`src/rtl/enc_block2.sv`:
```
// rtl/enc_block2.sv - 16-bit data to 34-bit diagonal/column parity codeword encoder, two-stage pipeline
// Optional single-bit error injection is compiled in when ENC_ERR_INJECT_EN is defined.
module enc_block2 (
  input  logic        clk,
  input  logic        rst_n,
  input  logic [15:0] in_data,
  input  logic        in_valid,
  output logic        in_ready,
  output logic [33:0] out_cw,
  output logic        out_valid,
  input  logic        out_ready,
  input  logic        inj_en,
  input  logic [5:0]  inj_pos,
  output logic [15:0] cw_count
);

  // Stage S1: accepted data word, waiting to be encoded into S2.
  logic        s1_valid;
  logic [15:0] s1_data;

  // Stage S2: encoded codeword presented downstream.
  logic        s2_valid;
  logic [33:0] s2_cw;

  // Handshake helpers.
  logic        accept;
  logic        xfer;
  logic        s2_load;

  // Nibble bits, index 1..4 = most to least significant bit of the nibble.
  logic [4:1]  nib_a;
  logic [4:1]  nib_b;
  logic [4:1]  nib_c;
  logic [4:1]  nib_e;

  // Check bits.
  logic [4:1]  par;
  logic [6:1]  diag;
  logic        hi_a, lo_a, hi_b, lo_b, hi_c, lo_c, hi_e, lo_e;

  // Clean codeword and the codeword actually loaded into S2.
  logic [33:0] enc_cw;
  logic [33:0] s2_next_cw;

`ifdef ENC_ERR_INJECT_EN
  // Injection request travels with its word through S1.
  logic        s1_inj_en;
  logic [5:0]  s1_inj_pos;
`else
  // Injection ports are kept for pin compatibility but have no effect.
  logic        inj_unused;
  assign inj_unused = ^{inj_en, inj_pos};
`endif

  // S2 can take a new value whenever it is empty or its word leaves this cycle.
  assign s2_load   = !s2_valid || out_ready;
  assign in_ready  = !s1_valid || !s2_valid || out_ready;
  assign accept    = in_valid && in_ready;
  assign xfer      = s2_valid && out_ready;
  assign out_valid = s2_valid;
  assign out_cw    = s2_cw;

  // Split the S1 word into named nibbles: bit 1 is the nibble MSB.
  always_comb begin
    nib_a = '0;
    nib_b = '0;
    nib_c = '0;
    nib_e = '0;
    for (int k = 1; k <= 4; k++) begin
      nib_a[k] = s1_data[4 - k];
      nib_b[k] = s1_data[8 - k];
      nib_c[k] = s1_data[12 - k];
      nib_e[k] = s1_data[16 - k];
    end
  end

  // Compute row parities, diagonal checks and per-nibble column checks.
  always_comb begin
    par = '0;
    for (int k = 1; k <= 4; k++) begin
      par[k] = nib_a[k] ^ nib_b[k] ^ nib_c[k] ^ nib_e[k];
    end

    diag    = '0;
    diag[1] = nib_a[1] ^ nib_b[2] ^ nib_c[1] ^ nib_e[2];
    diag[2] = nib_b[1] ^ nib_a[2] ^ nib_c[2] ^ nib_e[1];
    diag[3] = nib_a[3] ^ nib_b[4] ^ nib_c[3] ^ nib_e[4];
    diag[4] = nib_b[3] ^ nib_a[4] ^ nib_c[4] ^ nib_e[3];
    diag[5] = nib_a[2] ^ nib_b[3] ^ nib_c[2] ^ nib_e[3];
    diag[6] = nib_b[2] ^ nib_a[3] ^ nib_c[3] ^ nib_e[2];

    hi_a = nib_a[1] ^ nib_a[3];
    lo_a = nib_a[2] ^ nib_a[4];
    hi_b = nib_b[1] ^ nib_b[3];
    lo_b = nib_b[2] ^ nib_b[4];
    hi_c = nib_c[1] ^ nib_c[3];
    lo_c = nib_c[2] ^ nib_c[4];
    hi_e = nib_e[1] ^ nib_e[3];
    lo_e = nib_e[2] ^ nib_e[4];
  end

  // Assemble the codeword in the layout the downstream decoder expects.
  always_comb begin
    enc_cw        = '0;
    enc_cw[15:0]  = s1_data;
    enc_cw[16]    = lo_a;
    enc_cw[17]    = hi_a;
    enc_cw[18]    = par[1];
    enc_cw[19]    = diag[1];
    enc_cw[20]    = lo_b;
    enc_cw[21]    = hi_b;
    enc_cw[22]    = par[2];
    enc_cw[23]    = diag[2];
    enc_cw[24]    = lo_c;
    enc_cw[25]    = hi_c;
    enc_cw[26]    = par[3];
    enc_cw[27]    = diag[3];
    enc_cw[28]    = lo_e;
    enc_cw[29]    = hi_e;
    enc_cw[30]    = par[4];
    enc_cw[31]    = diag[4];
    enc_cw[32]    = diag[5];
    enc_cw[33]    = diag[6];
  end

  // Apply the latched injection; out-of-range positions leave the codeword clean.
  always_comb begin
    s2_next_cw = enc_cw;
`ifdef ENC_ERR_INJECT_EN
    if (s1_inj_en && (s1_inj_pos < 6'd34)) begin
      s2_next_cw = enc_cw ^ (34'd1 << s1_inj_pos);
    end
`endif
  end

  // S1 register: loads on accept, empties when its word moves into S2.
  always_ff @(posedge clk or negedge rst_n) begin
    if (!rst_n) begin
      s1_valid <= 1'b0;
      s1_data  <= '0;
    end else if (accept) begin
      s1_valid <= 1'b1;
      s1_data  <= in_data;
    end else if (s2_load) begin
      s1_valid <= 1'b0;
    end
  end

`ifdef ENC_ERR_INJECT_EN
  // Injection latches share S1's load condition so they stay aligned with the word.
  always_ff @(posedge clk or negedge rst_n) begin
    if (!rst_n) begin
      s1_inj_en  <= 1'b0;
      s1_inj_pos <= '0;
    end else if (accept) begin
      s1_inj_en  <= inj_en;
      s1_inj_pos <= inj_pos;
    end
  end
`endif

  // S2 register: holds while stalled, otherwise takes S1's encoded word (or empties).
  always_ff @(posedge clk or negedge rst_n) begin
    if (!rst_n) begin
      s2_valid <= 1'b0;
      s2_cw    <= '0;
    end else if (s2_load) begin
      s2_valid <= s1_valid;
      if (s1_valid) begin
        s2_cw <= s2_next_cw;
      end
    end
  end

  // Delivered-codeword counter, wraps naturally at 16 bits.
  always_ff @(posedge clk or negedge rst_n) begin
    if (!rst_n) begin
      cw_count <= '0;
    end else if (xfer) begin
      cw_count <= cw_count + 16'd1;
    end
  end

endmodule

```
`config.mk`:
```
export PLATFORM = sky130hd
export DESIGN_NAME = enc_block2
export DESIGN_NICKNAME = d
export VERILOG_FILES = /design/src/rtl/enc_block2.sv
export SDC_FILE = /design/constraint.sdc
export NUM_CORES = 1
export LEC_CHECK = 0
export ABC_AREA = 1
export BUFFER_PORTS_ARGS = -buffer_cell sky130_fd_sc_hd__buf_2
export CORE_ASPECT_RATIO = 2
export CORE_MARGIN = 4
export CORE_UTILIZATION = 48
export CTS_CLUSTER_SIZE = 12
export DETAILED_ROUTE_END_ITERATION = 6
export PLACE_DENSITY = 0.73
export SLEW_MARGIN = 0
export SYNTH_ARGS = -nofsm -noshare
export SYNTH_HDL_FRONTEND = slang
export SYNTH_SLANG_ARGS = --single-unit
```
`constraint.sdc`:
```
create_clock -name clk -period 1.06 [get_ports clk]
set_input_delay 0.106 -clock clk [delete_from_list [all_inputs] [get_ports clk]]
set_output_delay 0.106 -clock clk [all_outputs]
set_load 0.01 [all_outputs]
```
==> results of run 1 <==
## power by group through the flow
stage / Sequential, mW / Clock [mW] / Combinational, mW
2_1_floorplan: 4.12 / 0 / 1.34
3_3_place_gp: 3.80 / 0 / 3.16
3_5_place_dp: 3.82 / 0 / 3.24
4_1_cts: 3.81 / 2.91 / 3.98
5_1_grt: 4.03 / 3.03 / 5.21
6_report: 3.96 / 2.89 / 4.84
## worst min-delay path: stages
cell and delay (ps):
buf_2 80, nand3_1 60, nand2_1 60
## final cells by class
class                      instances  area [um^2]  share of cell area [%]
timing repair buffer             154         1290                    24.1
multi-input combinational        254         1820                    33.8
clock inverter                     1         5.00                  0.0931
sequential                        68         1710                    31.8
inverter                          36          158                    2.93
clock buffer                      14          284                    5.28
tap                               86          108                    2.00
## final timing paths
path	startpoint	to	slack (ps)	cells past startpoint
setup / recovery	cw_count[0]$_DFFE_PN0P_	cw_count[14]$_DFFE_PN0P_	-320	10
hold / removal	in_data[14]	s1_data[14]$_DFFE_PN0P_	10	3
setup reg to reg	cw_count[0]$_DFFE_PN0P_	cw_count[14]$_DFFE_PN0P_	-320	10
hold reg to reg	out_cw[9]$_DFFE_PN0P_	out_cw[9]$_DFFE_PN0P_	480	2
max in group asynchronous	rst_n	out_valid$_DFFE_PN0P_	420	3
min in group asynchronous	rst_n	cw_count[2]$_DFFE_PN0P_	330	3
## kinds of logic (layout without fill, tap and decap cells)
| logic type | after synthesis | count (layout) | share of synthesized area [%] |
|---|---|---|---|
| adders and majority gates | 1 | 1 | 0.398 |
| xor gates and xnor gates | 19 | 19 | 5.29 |
| AOI/OAI and AO/OA | 16 | 16 | 3.02 |
| and+or+nand+nor | 218 | 218 | 30.2 |
| DFF | 68 | 68 | 54.1 |
| buffers and inverters | 46 | 205 | 6.92 |
## metrics by stage
| step | setup slack [ps] | std cells | power [mW] | hold slack, ps |
|---|---|---|---|---|
| after CTS | -172 | 601 | 10.7 | 0.380 |
| after floorplan | -181 | 368 | 5.46 | -190 |
| final | -321 | 613 | 11.7 | 10.6 |
| after global placement | -173 | 566 | 6.95 | 157 |
| after detailed placement | -236 | 566 | 7.06 | 159 |
| after global routing | -366 | 613 | 12.3 | 25.6 |
## cell usage after synthesis (2+ instances only)
cell / instances
nand2_2: 11
dfrtp_1: 68
nand2_1: 149
buf_4: 2
a21oi_1: 5
nand3_1: 29
buf_2: 3
nor2_1: 16
inv_1: 33
nor2_4: 2
buf_6: 4
xnor2_1: 13
o21ai_1: 5
o211ai_2: 2
xor2_1: 6
nand4_1: 5
o21ai_0: 4
nand2_4: 2
## sequential cells by signal, indices dropped and copies added, names as in the netlist
register / count
out_cw: 34
cw_count: 16
s1_data: 16
out_valid: 1
s1_valid: 1
## per-layer routing
| metal | routed length [um] | part of all wire, % |
|---|---|---|
| met1 | 3540 | 33 |
| met2 | 6150 | 58 |
| met3 | 350 | 3.3 |
| met4 | 599 | 5.6 |
| met5 | 0 | 0 |
## placed cells by master, fill, tap and decap left out, drive strengths merged
cell type	instances
a21oi	5
buf	148
clkbuf	17
clkinv	3
dfrtp	68
dlygate4sd3	3
ha	1
inv	34
nand2	162
nand3	30
nand4	5
nor2	18
nor3	3
o211ai	2
o21ai	9
xnor2	13
xor2	6
## timing repair
item	in CTS	in global routing
gates resized for setup	88	114
hold endpoints to repair	70	0
pin swaps	39	33
buffers inserted	14	12
hold buffers	3	0
setup endpoints to repair	45	77
cloned	3	3
==> impl_metrics.csv, run 1 <==
group,metric,value,unit
status,status,"complete, but fails checks",
status,violations,"negative setup slack",
layout,final_util,84.5,%
cts,cts_sinks,68,
place,hpwl,5800,um
routing,firstDrtPassIters,4,
routing,drc,0,
cts,clk_pin_slew,50,ps
grt,grtUsageMet2,47.1,%
setup_path,worstPathRequired,1330,ps
setup_path,crit_buf_inv,2,
place,portBuffers,71,
power_and_ir_drop,power_frac_seq,33.9,%
cts,cts_max_path_buffers,2,
sta,setup_tns,-8870,ps
synthesis,ys_warn_count,0,
setup_path,path_cells,"buf_6, ha_4, nand2_2, nor2_2, nand2_2, nor2_4, nand2_1, nand2_1, nand2_1, inv_1",
layout,diodes,0,
synthesis,synth_cells,368,
synthesis,avgSynthCellArea,8.54,um^2
sta,worst_slack,-321,ps
routing,wl,10600,um
flow_run,drv_cap,0,
sta,timing_hold_violations_final,0,
synthesis,synth_edf_count,0,
min_path,hold_path_class,"in2reg",
cts,worstSkewPairLatency,340,ps
power_and_ir_drop,p_per_area,2170,mW/mm^2
sta,rsz0062_at_grt,"true",
setup_path,worstSetupEndpointType,"register",
layout,fin_area,0.00538,mm^2
grt,grt_use_met1,24.3,%
place,gp_congestion,0.854,
cts,cts_tree,"done",
power_and_ir_drop,p_clk_share,24.7,%
grt,grt_max_degree,69,
setup_path,crit_top_cell,"nand2_1",
grt,grt_pass1_vias,3216,
power_and_ir_drop,p_leak,2.85,nW
sta,setup_violations,76,
layout,fin_nets,551,
layout,area.growth.synth_to_final,71.0,%
setup_path,arrival,1660,ps
sta,tightest_slew,366,ps
cts,htreeDepth,3,
power_and_ir_drop,swShare,36.4,%
floorplan,die_w,65.2,um
grt,grt.total_usage,25.1,%
synthesis,yosysUniqueCellTypes,27,
setup_path,cp_slowest_cell,"dfrtp_1",
routing,wl_per_cell,17.4,um
setup_path,cp-start-kind,"register",
synthesis,async_flop_share,100,%
routing,postRouteAntennaNets,0,
cts,numCtsBuffers,9,
layout,drive_above_1_share,58.4,%
setup_path,worstSetupPathType,"reg2reg",
grt,grt_pass1_wl,15000,um
sta,fin_crit_sh,130,%
layout,fillCellCount,346,
sta,skew,5.96,ps
grt,antenna_found_initial,0,
synthesis,synth_top_area_share,54.1,%
routing,drtIter0Drc,193,
setup_path,path_delay_family,"simple AND/OR/NAND/NOR gates",
floorplan,coreArea,0.00636,mm^2
setup_path,slowest_delay,360,ps
sta,slew_viol_final,0,
grt,grtUsageMet3,6.32,%
floorplan,num_rows,41,
sta,timing.final.crit_period,1380,ps
place,post_dp_cell_area,0.00402,mm^2
synthesis,ys_top_cells_by_area,"dfrtp_1 54%, nand2_1 18%, nand3_1 4.6%, inv_1 3.9%, xnor2_1 3.6%",
routing,dr_total_vias,3155,
synthesis,syn_nets,396,
power_and_ir_drop,switchingPower,4.26,mW
setup_path,crit_fanout,3,
synthesis,synth_largest_area_cell,"dfrtp_1",
sta,fmax,724,MHz
routing,viasPerCell,5.15,
grt,gr-total-overflow,0,
cts,cts-root-buf,"clkbuf_16",
power_and_ir_drop,intPower,7.43,mW
floorplan,die_h,122,um
synthesis,ys.flop_type,"dfrtp_1",
synthesis,mappedNetlistArea,0.00314,mm^2
floorplan,dieArea,0.00799,mm^2
grt,top_usage_layer,"met2",
synthesis,yosysSeqAreaShare,54.1,%
power_and_ir_drop,peakVddDrop,1.99,mV
synthesis,ys_ff_latch,68,
floorplan,ioPinCount,79,
power_and_ir_drop,comb_power_share,41.4,%
sta,max_slew_margin,75.6,%
floorplan,start_util,49.4,%
Note: power is estimated with default switching activity, not from simulation.
==> run 2, diff against run 1 <==
==> constraint.sdc (replaced) <==
create_clock -name clk -period 1.2 [get_ports clk]
set_input_delay 0.12 -clock clk [delete_from_list [all_inputs] [get_ports clk]]
set_output_delay 0.12 -clock clk [all_outputs]
set_load 0.01 [all_outputs]
==> run 2 against run 1 <==
  * The flow still finishes with violations (negative setup slack)
  * First-iteration DRC count fell by 21%
  * Flip-flop and latch count did not move
  * Clock-buffer cell count fell by 1
  * Global-route usage fell by 5.0 points
  * Sequential power fell by 14%
  * Critical path type unchanged
  * Cell count fell by 8.5%
  * Routed wire length fell by 27%
  * Core utilization fell by 16 points
==> impl_metrics.csv, run 2 (synthesis gave the netlist of run 1 again) <==
group,metric,value,unit
status,status,"complete, but fails checks",
status,violations,"negative setup slack",
sta,tightest_slew,361,ps
setup_path,arrival,1500,ps
layout,area.growth.synth_to_final,38.6,%
setup_path,crit_buf_inv,3,
grt,grt_use_met1,20.2,%
floorplan,ioPinCount,79,
sta,hold-worst-slack,21.6,ps
grt,grt_pass1_vias,2708,
floorplan,start_util,49.4,%
sta,fin_crit_sh,107,%
min_path,hold_path_end,"s1_data[8]$_DFFE_PN0P_",
floorplan,coreArea,0.00636,mm^2
layout,largest_reg_flops,34,
grt,grt_max_degree,31,
layout,diodes,0,
grt,top_usage_layer,"met2",
setup_path,crit_fanout,3,
cts,cts_max_path_buffers,2,
setup_path,reg2reg_slack,-80,ps
place,dp_slack,-112,ps
setup_path,worstSetupPathType,"reg2reg",
min_path,holdPathStages,3,
setup_path,timing.rr.end,"cw_count[9]$_DFFE_PN0P_",
cts,cts-root-buf,"clkbuf_16",
power_and_ir_drop,switchingPower,2.95,mW
setup_path,slowest_delay,400,ps
routing,wl,7720,um
sta,setup_violations,11,
grt,gr-total-overflow,0,
grt,grtUsageMet3,4.58,%
cts,htreeDepth,3,
routing,firstDrtPassIters,4,
setup_path,crit_top_cell,"inv_1",
floorplan,die_h,122,um
cts,clk_pin_slew,50,ps
setup_path,cp-start-kind,"register",
grt,antenna_found_initial,0,
power_and_ir_drop,p_per_area,1990,mW/mm^2
setup_path,worstSetupEndpointType,"register",
power_and_ir_drop,peakVddDrop,1.22,mV
min_path,hold_path_class,"in2reg",
power_and_ir_drop,intPower,5.75,mW
grt,grtUsageMet2,36.6,%
sta,timing_hold_violations_final,0,
power_and_ir_drop,p_clk_share,27.4,%
routing,dr_total_vias,2726,
setup_path,path_cells,"buf_4, inv_1, nor2_1, nand2_1, nor2_4, xor2_1, inv_1",
min_path,min_from,"in_data[8]",
power_and_ir_drop,comb_power_share,33.4,%
cts,cts_tree,"done",
setup_path,r2r_cells,7,
layout,fin_nets,499,
power_and_ir_drop,p_leak,2.38,nW
sta,fmax,778,MHz
sta,timing.final.crit_period,1280,ps
cts,numCtsBuffers,9,
routing,drc,0,
floorplan,dieArea,0.00799,mm^2
grt,grt_pass1_wl,12100,um
sta,skew,3.89,ps
setup_path,crit_cells,7,
flow_run,drv_cap,0,
setup_path,worstPathRequired,1410,ps
place,hpwl,5450,um
sta,max_slew_margin,75.9,%
layout,drive_above_1_share,35.4,%
setup_path,cp_slowest_cell,"dfrtp_1",
sta,rsz0062_at_grt,"true",
routing,drtIter0Drc,152,
grt,grt.total_usage,20.2,%
power_and_ir_drop,swShare,33.9,%
place,portBuffers,71,
setup_path,rr_startpoint,"cw_count[0]$_DFFE_PN0P_",
layout,finalNonFillerCells,561,
routing,wl_per_cell,13.8,um
layout,final_util,68.5,%
place,gp_congestion,0.814,
power_and_ir_drop,power_frac_seq,39.2,%
setup_path,path_delay_family,"flip-flops",
floorplan,die_w,65.2,um
layout,layout_commonest_cell,"nand2_1",
floorplan,num_rows,41,
sta,slew_viol_final,0,
routing,postRouteAntennaNets,0,
sta,worst_slack,-85.0,ps
routing,viasPerCell,4.86,
place,dp.cells,536,
cts,cts_sinks,68,
cts,worstSkewPairLatency,330,ps
layout,final_cell_mix,"135 x nand2_1, 70 x buf_2, 64 x dfrtp_1",
-- run 2: cell count changes in the layout (fill, tap and decap cells not counted), sizes merged --
cell | previous run | this run
buf | 148 | 99
clkbuf | 17 | 15
dlygate4sd3 | 3 | 1
inv | 34 | 35
-- run 2: worst max path at each step --
| stage | end | startpoint | slack [ps] |
|---|---|---|---|
| after floorplan | cw_count[8]$_DFFE_PN0P_ | cw_count[1]$_DFFE_PN0P_ | -50 |
| after global placement | cw_count[14]$_DFFE_PN0P_ | cw_count[1]$_DFFE_PN0P_ | -50 |
| after detailed placement | cw_count[14]$_DFFE_PN0P_ | cw_count[1]$_DFFE_PN0P_ | -110 |
| after CTS | cw_count[14]$_DFFE_PN0P_ | cw_count[1]$_DFFE_PN0P_ | -90 |
| after global routing | cw_count[9]$_DFFE_PN0P_ | cw_count[6]$_DFFE_PN0P_ | -160 |
| final | cw_count[9]$_DFFE_PN0P_ | cw_count[0]$_DFFE_PN0P_ | -80 |
-- run 2: routing by layer --
metal	vias up	part of all wire [%]	wire, um
met5	-	0	0
met4	0	4.9	382
met3	30	5.3	412
met2	82	55	4280
met1	1267	34	2650
li1	1347	-	-
-- run 2: cell type report --
cell class,instances,area (um^2)
fillers,517,2000
flip-flops and latches,68,1710
multi-input cells,254,1410
repair buffers,102,724
clock buffers,13,260
inverters,36,144
well taps,86,108
clock inverters,2,10.0
-- run 2: worst register-to-register path, stage by stage (launching register included) --
cell	delay, ps
dfrtp_1	400
buf_4	140
inv_1	50
nor2_1	120
nand2_1	100
nor2_4	140
xor2_1	160
inv_1	60
-- run 2: stage by stage --
| step | total power [mW] | instance area, um^2 | TNS (ps) |
|---|---|---|---|
| floorplan | 4.74 | 3140 | -117 |
| global placement | 5.82 | 3750 | -131 |
| detailed placement | 5.89 | 3750 | -574 |
| CTS | 8.41 | 4090 | -400 |
| global route | 9.28 | 4360 | -1610 |
| finish | 8.70 | 4360 | -297 |
-- run 2: what timing repair did --
action                     in CTS  in global routing
pin swaps                      10                 11
buffers inserted                2                  5
setup endpoints to repair      13                 29
cloned                          0                  2
hold endpoints to repair       63                  0
resized for setup              10                 47
hold buffers                    1                  0
-- run 2: power groups by stage --
| stage | clock, mW | combinational (mW) | sequential (mW) |
|---|---|---|---|
| after detailed placement | 0 | 2.51 | 3.38 |
| after CTS | 2.42 | 2.63 | 3.35 |
| after floorplan | 0 | 1.14 | 3.60 |
| final | 2.38 | 2.91 | 3.41 |
| after global placement | 0 | 2.48 | 3.35 |
| after global routing | 2.54 | 3.24 | 3.50 |
